### src/rtl/mux_rr_scheduler_pkg.sv
// Shared definitions for the round-robin select scheduler: widths, state codes,
// park value and small slicing helpers.
package mux_rr_scheduler_pkg;

    localparam int N_REQ = 4;
    localparam int SEL_W = 2;

    localparam logic [SEL_W-1:0] PARK_SEL_DEF = '0;

    localparam logic [1:0] ST_IDLE  = 2'd0;
    localparam logic [1:0] ST_GRANT = 2'd1;
    localparam logic [1:0] ST_GAP   = 2'd2;

    function automatic logic [N_REQ-1:0] sel_onehot(input logic [SEL_W-1:0] idx);
        logic [N_REQ-1:0] v;
        v      = '0;
        v[idx] = 1'b1;
        return v;
    endfunction

    function automatic logic [SEL_W-1:0] cfg_slice(input logic [SEL_W*N_REQ-1:0] cfg,
                                                   input logic [SEL_W-1:0]       idx);
        return cfg[idx*SEL_W +: SEL_W];
    endfunction

endpackage

### src/rtl/mux_rr_scheduler_if.sv
// Request/grant bundle between the requesting logic and the select scheduler.
interface mux_rr_scheduler_if;
    import mux_rr_scheduler_pkg::*;

    // req is a level request held until the requester is done; grant is the
    // registered one-hot answer and may be withdrawn while req is still high.
    logic [N_REQ-1:0]       req;
    logic [SEL_W*N_REQ-1:0] cfg_sel2;
    logic [N_REQ-1:0]       grant;
    logic [SEL_W-1:0]       sel1;
    logic [SEL_W-1:0]       sel2;
    logic                   busy;

    modport master (output req, cfg_sel2, input grant, sel1, sel2, busy);
    modport slave  (input req, cfg_sel2, output grant, sel1, sel2, busy);

endinterface

### src/rtl/mux_rr_scheduler_rr_pick4.sv
// Combinational round-robin picker: first set request after i_last, wrapping mod 4.
module rr_pick4 (
    input  logic [3:0] i_req,
    input  logic [1:0] i_last,
    output logic [1:0] o_winner,
    output logic       o_any
);

    logic [1:0] w_idx;
    logic       w_found;

    always_comb begin
        o_winner = i_last;
        w_found  = 1'b0;
        w_idx    = i_last;
        for (int k = 1; k <= 4; k++) begin
            w_idx = i_last + 2'(k);
            if (!w_found && i_req[w_idx]) begin
                o_winner = w_idx;
                w_found  = 1'b1;
            end
        end
        o_any = |i_req;
    end

endmodule

### src/rtl/mux_rr_scheduler.sv
// Round-robin owner of SEL1/SEL2 for the shared 4:1 datapath; grants last up to
// HOLD_CYC cycles and are always followed by one parked cycle.
module mux_rr_scheduler
    import mux_rr_scheduler_pkg::*;
#(
    parameter int               HOLD_CYC = 4,
    parameter logic [SEL_W-1:0] PARK_SEL = PARK_SEL_DEF
) (
    input  logic                clk,
    input  logic                rst_n,
    mux_rr_scheduler_if.slave   bus,
    output logic [1:0]          o_dbg_state
);

    localparam int               CNT_W    = $clog2(HOLD_CYC) + 1;
    localparam logic [CNT_W-1:0] CNT_LOAD = CNT_W'(HOLD_CYC - 1);

    logic [1:0]       r_state;
    logic [CNT_W-1:0] r_cnt;
    logic [1:0]       r_last;
    logic [N_REQ-1:0] r_grant;
    logic [SEL_W-1:0] r_sel1;
    logic [SEL_W-1:0] r_sel2;
    logic             r_busy;

    logic [1:0] w_winner;
    logic       w_any;
    logic       w_arb;
    logic       w_release;

    rr_pick4 u_pick (
        .i_req    (bus.req),
        .i_last   (r_last),
        .o_winner (w_winner),
        .o_any    (w_any)
    );

    // Only request levels at the arbitration edge matter; nothing is queued.
    assign w_arb     = (r_state == ST_IDLE || r_state == ST_GAP) && w_any;
    assign w_release = (r_state == ST_GRANT) && (!bus.req[r_sel1] || r_cnt == '0);

    always_ff @(posedge clk or negedge rst_n) begin
        if (!rst_n) begin
            r_state <= ST_IDLE;
            r_cnt   <= '0;
            r_last  <= 2'd3;
            r_grant <= '0;
            r_sel1  <= PARK_SEL;
            r_sel2  <= PARK_SEL;
            r_busy  <= 1'b0;
        end else if (w_arb) begin
            r_state <= ST_GRANT;
            r_grant <= sel_onehot(w_winner);
            r_sel1  <= w_winner;
            r_sel2  <= cfg_slice(bus.cfg_sel2, w_winner);
            r_cnt   <= CNT_LOAD;
            r_busy  <= 1'b1;
        end else if (w_release) begin
            r_state <= ST_GAP;
            r_last  <= r_sel1;
            r_grant <= '0;
            r_sel1  <= PARK_SEL;
            r_sel2  <= PARK_SEL;
            r_busy  <= 1'b0;
        end else if (r_state == ST_GRANT) begin
            r_cnt <= r_cnt - CNT_W'(1);
        end else begin
            // GAP with no request, or an unused encoding, falls back to IDLE.
            r_state <= ST_IDLE;
        end
    end

    assign bus.grant   = r_grant;
    assign bus.sel1    = r_sel1;
    assign bus.sel2    = r_sel2;
    assign bus.busy    = r_busy;
    assign o_dbg_state = r_state;

endmodule

### src/flat_wrapper.sv
// flat-port wrapper written by rule: the top's interface ports become plain ports
module mux_rr_scheduler_flat import mux_rr_scheduler_pkg::*;
#(
    parameter int               HOLD_CYC = 4,
    parameter logic [SEL_W-1:0] PARK_SEL = PARK_SEL_DEF
)
  (clk, rst_n, o_dbg_state, bus_req, bus_cfg_sel2, bus_grant, bus_sel1, bus_sel2, bus_busy);
  mux_rr_scheduler_if bus_i ();
  input  logic clk;
  input  logic rst_n;
  output logic [1:0] o_dbg_state;
  input wire logic [$bits(bus_i.req)-1:0] bus_req;
  input wire logic [$bits(bus_i.cfg_sel2)-1:0] bus_cfg_sel2;
  output wire logic [$bits(bus_i.grant)-1:0] bus_grant;
  output wire logic [$bits(bus_i.sel1)-1:0] bus_sel1;
  output wire logic [$bits(bus_i.sel2)-1:0] bus_sel2;
  output wire logic [$bits(bus_i.busy)-1:0] bus_busy;
  assign bus_i.req = bus_req;
  assign bus_i.cfg_sel2 = bus_cfg_sel2;
  assign bus_grant = bus_i.grant;
  assign bus_sel1 = bus_i.sel1;
  assign bus_sel2 = bus_i.sel2;
  assign bus_busy = bus_i.busy;
  mux_rr_scheduler #(.HOLD_CYC(HOLD_CYC), .PARK_SEL(PARK_SEL)) u_core (.clk(clk), .rst_n(rst_n), .bus(bus_i), .o_dbg_state(o_dbg_state));
endmodule
### config.mk
export PLATFORM = sky130hd
export DESIGN_NAME = mux_rr_scheduler_flat
export DESIGN_NICKNAME = d
export VERILOG_FILES = /design/src/rtl/mux_rr_scheduler_pkg.sv /design/src/rtl/mux_rr_scheduler_if.sv /design/src/rtl/mux_rr_scheduler_rr_pick4.sv /design/src/rtl/mux_rr_scheduler.sv /design/src/flat_wrapper.sv
export SDC_FILE = /design/constraint.sdc
export NUM_CORES = 1
export LEC_CHECK = 0
export CAP_MARGIN = 20
export CORE_MARGIN = 2
export CORE_UTILIZATION = 25
export CTS_CLUSTER_DIAMETER = 50
export DETAILED_ROUTE_END_ITERATION = 8
export PLACE_DENSITY = 0.56
export SLEW_MARGIN = 20
export SYNTH_ARGS = -nofsm -noshare
export SYNTH_HDL_FRONTEND = slang
export SYNTH_SLANG_ARGS = --single-unit
### constraint.sdc
create_clock -name clk -period 4.03 [get_ports clk]
set_input_delay 0.6045 -clock clk [delete_from_list [all_inputs] [get_ports clk]]
set_output_delay 0.6045 -clock clk [all_outputs]
set_load 0.03 [all_outputs]
== Word-level counts from Yosys, hierarchy flattened ==
Index checks and enable logic that the tools add are counted.
Word-level totals
  flip-flop bits (word level): 16
  input port bits: 14
  output and inout bits: 11
  logic and storage cells: 75
Operators by class
  add/sub/neg operators: 4
  order comparisons: 7
  equality and inequality tests: 4
  shift-type cells: 1
  muxes and demuxes: 32
  bitwise gates (word level): 1
  reductions and logical operators: 19
Operator list (number)
  $mux W2: 10
  $lt A2 B3 Y1 const B: 6
  $mux W1: 11
  $bmux W1 S2: 5
  $mux W3: 3
  $mux W4: 2
  $shiftx A8 B4 Y2: 1
  $logic_and A1 B1 Y1: 6
  $add A2 B2 Y2 const B: 2
  $logic_not A1 Y1: 4
  $reduce_and A2 Y1: 2
  $reduce_bool A2 Y1: 2
  $reduce_or A4 Y1: 1
  $logic_not A3 Y1: 1
  $ne A3 B1 Y1 const B: 1
  $sub A3 B1 Y3 const B: 1
  $add A2 B1 Y2 const B: 1
  $demux W1 S2: 1
  $eq A2 B1 Y1 const B: 1
  $eq A2 B2 Y1 const B: 1
  $ge A2 B1 Y1 const B: 1
  $logic_not A2 Y1: 1
  $logic_or A1 B1 Y1: 2
  $ne A2 B1 Y1 const B: 1
  $not A1 Y1: 1

== Longest topological paths before layout ==
  word-level depth: 18
  gate-level depth with buffers: 7
  depth with buffers taken out: 7

== By module ==
A second synthesis with hierarchy kept.
Unflattened totals
  cells, all modules: 85
  area, all modules: 875.8 um2
By module, submodules not included
  mux_rr_scheduler: times used 1, cells each 71, area each 803.3 um2, sequential area each 402.9 um2
  rr_pick4: times used 1, cells each 14, area each 72.6 um2, sequential area each 0.0 um2

== Worst setup path before layout ==
No wires, ideal clock.
  path kind: reg2reg
  start: register u_core.r_sel1[0] (netlist: u_core.bus.sel1[0])
  end: register u_core.r_last[0]
  library setup time: 82 ps
  data arrival time: 1720 ps
  data required time: 3948 ps
  setup slack: 2228 ps
  cell stages (with the launch flop): 4
  buffers on the path: 0
  period minus slack after synthesis: 1802 ps
  path through: dfrtp_1 mux4_2 a21boi_4 mux2_2
On the way
  word-level cells in the longest chain between the ends: 6
RTL lines
  start: declaration: RTL line mux_rr_scheduler.sv:22  | logic [SEL_W-1:0] r_sel1;
  start signal: assignment: RTL line mux_rr_scheduler.sv:54  | r_sel1 <= w_winner;
  $bmux W1 S2: RTL line mux_rr_scheduler.sv:40  | assign w_release = (r_state == ST_GRANT) && (!bus.req[r_sel1] || r_cnt == '0);
  $mux W1 (not written as such): RTL line mux_rr_scheduler.sv:40
  $logic_not A1 Y1: RTL line mux_rr_scheduler.sv:40
  $logic_or A1 B1 Y1: RTL line mux_rr_scheduler.sv:40
  $logic_and A1 B1 Y1: RTL line mux_rr_scheduler.sv:40
  $reduce_and A2 Y1 (no source line)
  end signal: assignment: RTL line mux_rr_scheduler.sv:60  | r_last <= r_sel1;
  end: declaration: RTL line mux_rr_scheduler.sv:20  | logic [1:0] r_last;
Parallel ways exist; a longest one is shown, timed or not. The select of a mux whose other input is x is not followed.
A chain may end at the register's enable or synchronous reset.

== Worst setup path in the final report ==
  start: input port bus_req[3]
  end: register u_core.r_sel2[0] (netlist: u_core.bus.sel2[0])
On the way
  word-level cells in the longest chain between the ends: 14
  elaborated cells on any way between the ends: 31
  those cells by class: shift: 1; mux: 18; reduce/logical: 12
RTL lines
  start: declaration: RTL line flat_wrapper.sv:12  | input wire logic [$bits(bus_i.req)-1:0] bus_req;
  $bmux W1 S2: RTL line mux_rr_scheduler_rr_pick4.sv:18  | if (!w_found && i_req[w_idx]) begin
  $mux W1 (not written as such): RTL line mux_rr_scheduler_rr_pick4.sv:18
  $mux W1: RTL line mux_rr_scheduler_rr_pick4.sv:18
  $logic_not A1 Y1: RTL line mux_rr_scheduler_rr_pick4.sv:18
  $logic_and A1 B1 Y1: RTL line mux_rr_scheduler_rr_pick4.sv:18
  $mux W1: RTL line mux_rr_scheduler_rr_pick4.sv:18
  $logic_not A1 Y1: RTL line mux_rr_scheduler_rr_pick4.sv:18
  $logic_and A1 B1 Y1: RTL line mux_rr_scheduler_rr_pick4.sv:18
  $mux W1: RTL line mux_rr_scheduler_rr_pick4.sv:18
  $logic_not A1 Y1: RTL line mux_rr_scheduler_rr_pick4.sv:18
  $logic_and A1 B1 Y1: RTL line mux_rr_scheduler_rr_pick4.sv:18
  $mux W2: RTL line mux_rr_scheduler_rr_pick4.sv:18
  $shiftx A8 B4 Y2: RTL line mux_rr_scheduler_pkg.sv:23  | return cfg[idx*SEL_W +: SEL_W];
  $mux W2: RTL line mux_rr_scheduler.sv:51  | end else if (w_arb) begin
  end signal: assignment: RTL line mux_rr_scheduler.sv:55  | r_sel2 <= cfg_slice(bus.cfg_sel2, w_winner);
  end: declaration: RTL line mux_rr_scheduler.sv:23  | logic [SEL_W-1:0] r_sel2;
Parallel ways exist; a longest one is shown, timed or not. The select of a mux whose other input is x is not followed.

==> metrics.csv <==
metric,value,unit
ioPinCount,25,
drtAntennaViolNets,0,
wire_per_inst,12.9,um
drv_cap,0,
synthAdderAreaFrac,0.0274,
clkTransAtPathRegs,0.08,ns
cts_root_buffer,clkbuf_4,
fmax,455,MHz
row_count,21,
p_comb_frac,0.576,
syn-num-nets,99,
status,finished clean,
synth_compound_area_frac,0.242,
yosys_register_bits,16,
synthArstFlopShare,1.00,
clkPwrFrac,0.097,
startpoint_type,primary input,
drc,0,
die_area,4150,um2
rr_startpoint,u_core.r_last[1]$_DFFE_PN1P_,
seqPwrFrac,0.328,
ys.flop_type,dfrtp_1,
min_path_type,flip-flop to flip-flop,
yosysUniqueCellTypes,37,
maxSlewViolCount,0,
fin_util,0.357,
first_global_vias,703,
clock-sinks,16,
crit_start,bus_req[3],
rsz0062_at_grt,false,
die_h,64.4,um
ir_worst_vdd,0.000169,V
r2r-end,u_core.bus.grant[0]$_DFFE_PN0P_,
totalWireLength,1.99,mm
required,4.19,ns
nets,126,
setup.worst_path.end_class,flip-flop,
dp_cells,151,
critPathKind,primary input to flip-flop,
final_common_cell,clkdlybuf4s50_1,
power_density,719,nW/um2
netSwitchingFraction,0.435,
synth-simple-area-share,0.151,
cp.arrival,2.36,ns
finalHoldViolCount,0,
critPathCapture,u_core.bus.sel2[0]$_DFFE_PN0P_,
setup_ws,1.83,ns
antenna_cells,0,
p_int,0.000495,W
cts_made_buffers,3,
setup_viol,0,
overflow,0,
r2r_slack,2.23,ns
post-dp-hpwl,1.53,mm
numPortBuffers,24,
syn_inst,83,
fin_crit,2.20,ns
cts_setup_buffers,0,
routabilityCongestion,0.777,
layout_common_cells,"clkdlybuf4s50_1, dfrtp_1, nor2_1, nand2_1",
cts_hold_buffers,0,
drive_gt1_frac,0.147,
grt_max_degree,17,
vias,719,
cts_max_path_buffers,2,
finClkSkew,0.000578,ns
grt_pass1_wl,3.31,mm
switchingPower,0.000381,W
tns,0,ns
drtIter0Drc,15,
synth_area_per_cell,11.0,um2
ys_warn_count,0,
max-slew-margin-rel,0.530,
pre_cts_slack,1.50,ns
synth_edf_count,0,
synth_xor_area_frac,0.0192,
coreArea,3420,um2
multi_input_area,477,um2
clk_latency,0.28,ns
dieWidth,64.4,um
synth_top_family_by_area,compound AO/OA/AOI/OAI gates,
htreeDepth,1,
regArea,403,um2
drt_first_pass_iters,4,
fillCellCount,351,
yosys-mux-area-fraction,0.0822,
syn_area,913,um2
rr_worst_depth,5,
via_per_inst,4.64,
tightestPinTransition,0.703,ns
grt_usage,0.104,
antenna_found_initial,0,
fin_cells,155,
p_leak,0.522,nW
area_growth,33.4,%
seq_area_frac_synth,0.441,
cts_tree,done,
ctsResizeCount,0,
cp_max_fo,6,
initial_core_util,0.267,
finalCritPeriodShare,0.546,
==> power by group through the flow <==
| stage | combinational, W | clock [W] | sequential [W] |
|---|---|---|---|
| final | 0.000504 | 0.0000848 | 0.000287 |
| after global routing | 0.000544 | 0.0000982 | 0.000298 |
| after CTS | 0.000512 | 0.0000879 | 0.000288 |
| after floorplan | 0.000283 | 0 | 0.000359 |
| after global placement | 0.000504 | 0 | 0.000291 |
| after detailed placement | 0.000506 | 0 | 0.000291 |
==> cells in the mapped netlist, types with 2 or more instances <==
| master | count | share of area |
|---|---|---|
| nor2_4 | 2 | 0.025 |
| mux2i_1 | 3 | 0.033 |
| nor2_1 | 6 | 0.025 |
| nand2b_1 | 2 | 0.014 |
| inv_1 | 4 | 0.016 |
| dfstp_2 | 2 | 0.058 |
| or2b_1 | 2 | 0.016 |
| mux2_2 | 2 | 0.025 |
| nand3_1 | 3 | 0.016 |
| a21oi_1 | 3 | 0.016 |
| o21ai_0 | 4 | 0.022 |
| dfrtp_1 | 14 | 0.38 |
| a21bo_2 | 2 | 0.022 |
| a21o_1 | 3 | 0.025 |
| nand2_1 | 6 | 0.025 |
| a22o_1 | 3 | 0.029 |
| ha_1 | 2 | 0.027 |
==> routing by layer <==
layer  part of all wire  wire length (um)  track usage
met3              0.036                71       0.0174
met1               0.49               968        0.138
met4              0.023                46       0.0638
met2               0.45               906        0.158
met5                  0                 0            0
==> worst max-delay path, cell delays in order <==
cell and delay (ns):
clkdlybuf4s50_1 0.57, or2b_1 0.26, a21oi_1 0.34, nor2_4 0.11
mux2i_1 0.15, o311ai_0 0.32
==> kinds of logic (layout without fill, tap and decap cells) <==
| group | count (synthesis) | in the layout |
|---|---|---|
| AOI/OAI and AO/OA | 26 | 26 |
| and+or+nand+nor | 25 | 25 |
| DFF | 16 | 16 |
| muxes | 6 | 6 |
| buffers and inverters | 6 | 32 |
| adders and majority gates | 2 | 2 |
| xor gates and xnor gates | 2 | 2 |
==> layout make-up <==
type                            count  area share
Clock buffer                        4      0.0216
Inverter                            4      0.0123
Multi-Input combinational cell     61       0.391
Sequential cell                    16       0.331
Tap cell                           46      0.0472
Timing Repair Buffer               24       0.197
==> worst min path at each step <==
| stage | from | endpoint | slack (ns) | cells after the start |
|---|---|---|---|---|
| global route | u_core.bus.grant[1]$_DFFE_PN0P_ | u_core.bus.grant[1]$_DFFE_PN0P_ | 0.55 | 2 |
| finish | u_core.bus.grant[1]$_DFFE_PN0P_ | u_core.bus.grant[1]$_DFFE_PN0P_ | 0.50 | 2 |
| CTS | u_core.bus.grant[1]$_DFFE_PN0P_ | u_core.bus.grant[1]$_DFFE_PN0P_ | 0.51 | 2 |
| global placement | u_core.bus.grant[1]$_DFFE_PN0P_ | u_core.bus.grant[1]$_DFFE_PN0P_ | 0.48 | 2 |
| floorplan | rst_n | u_core.bus.busy$_DFFE_PN0P_ | 0.31 | 0 |
| detailed placement | u_core.bus.grant[1]$_DFFE_PN0P_ | u_core.bus.grant[1]$_DFFE_PN0P_ | 0.49 | 2 |
==> registers in the layout, indices dropped and copies added (netlist names) <==
name                cells
u_core.r_last           2
u_core.r_cnt            3
u_core.bus.busy         1
u_core.bus.sel2         2
u_core.bus.sel1         2
u_core.bus.grant        4
u_core.o_dbg_state      2
==> metrics by stage <==
step	power [W]	cell area (um2)	hold slack, ns
2_1_floorplan	0.000641	913	0.309
4_1_cts	0.000888	1220	0.510
6_report	0.000876	1220	0.499
3_5_place_dp	0.000797	1190	0.488
5_1_grt	0.000941	1220	0.547
3_3_place_gp	0.000795	1190	0.482
Note: power is estimated with default switching activity, not from simulation.
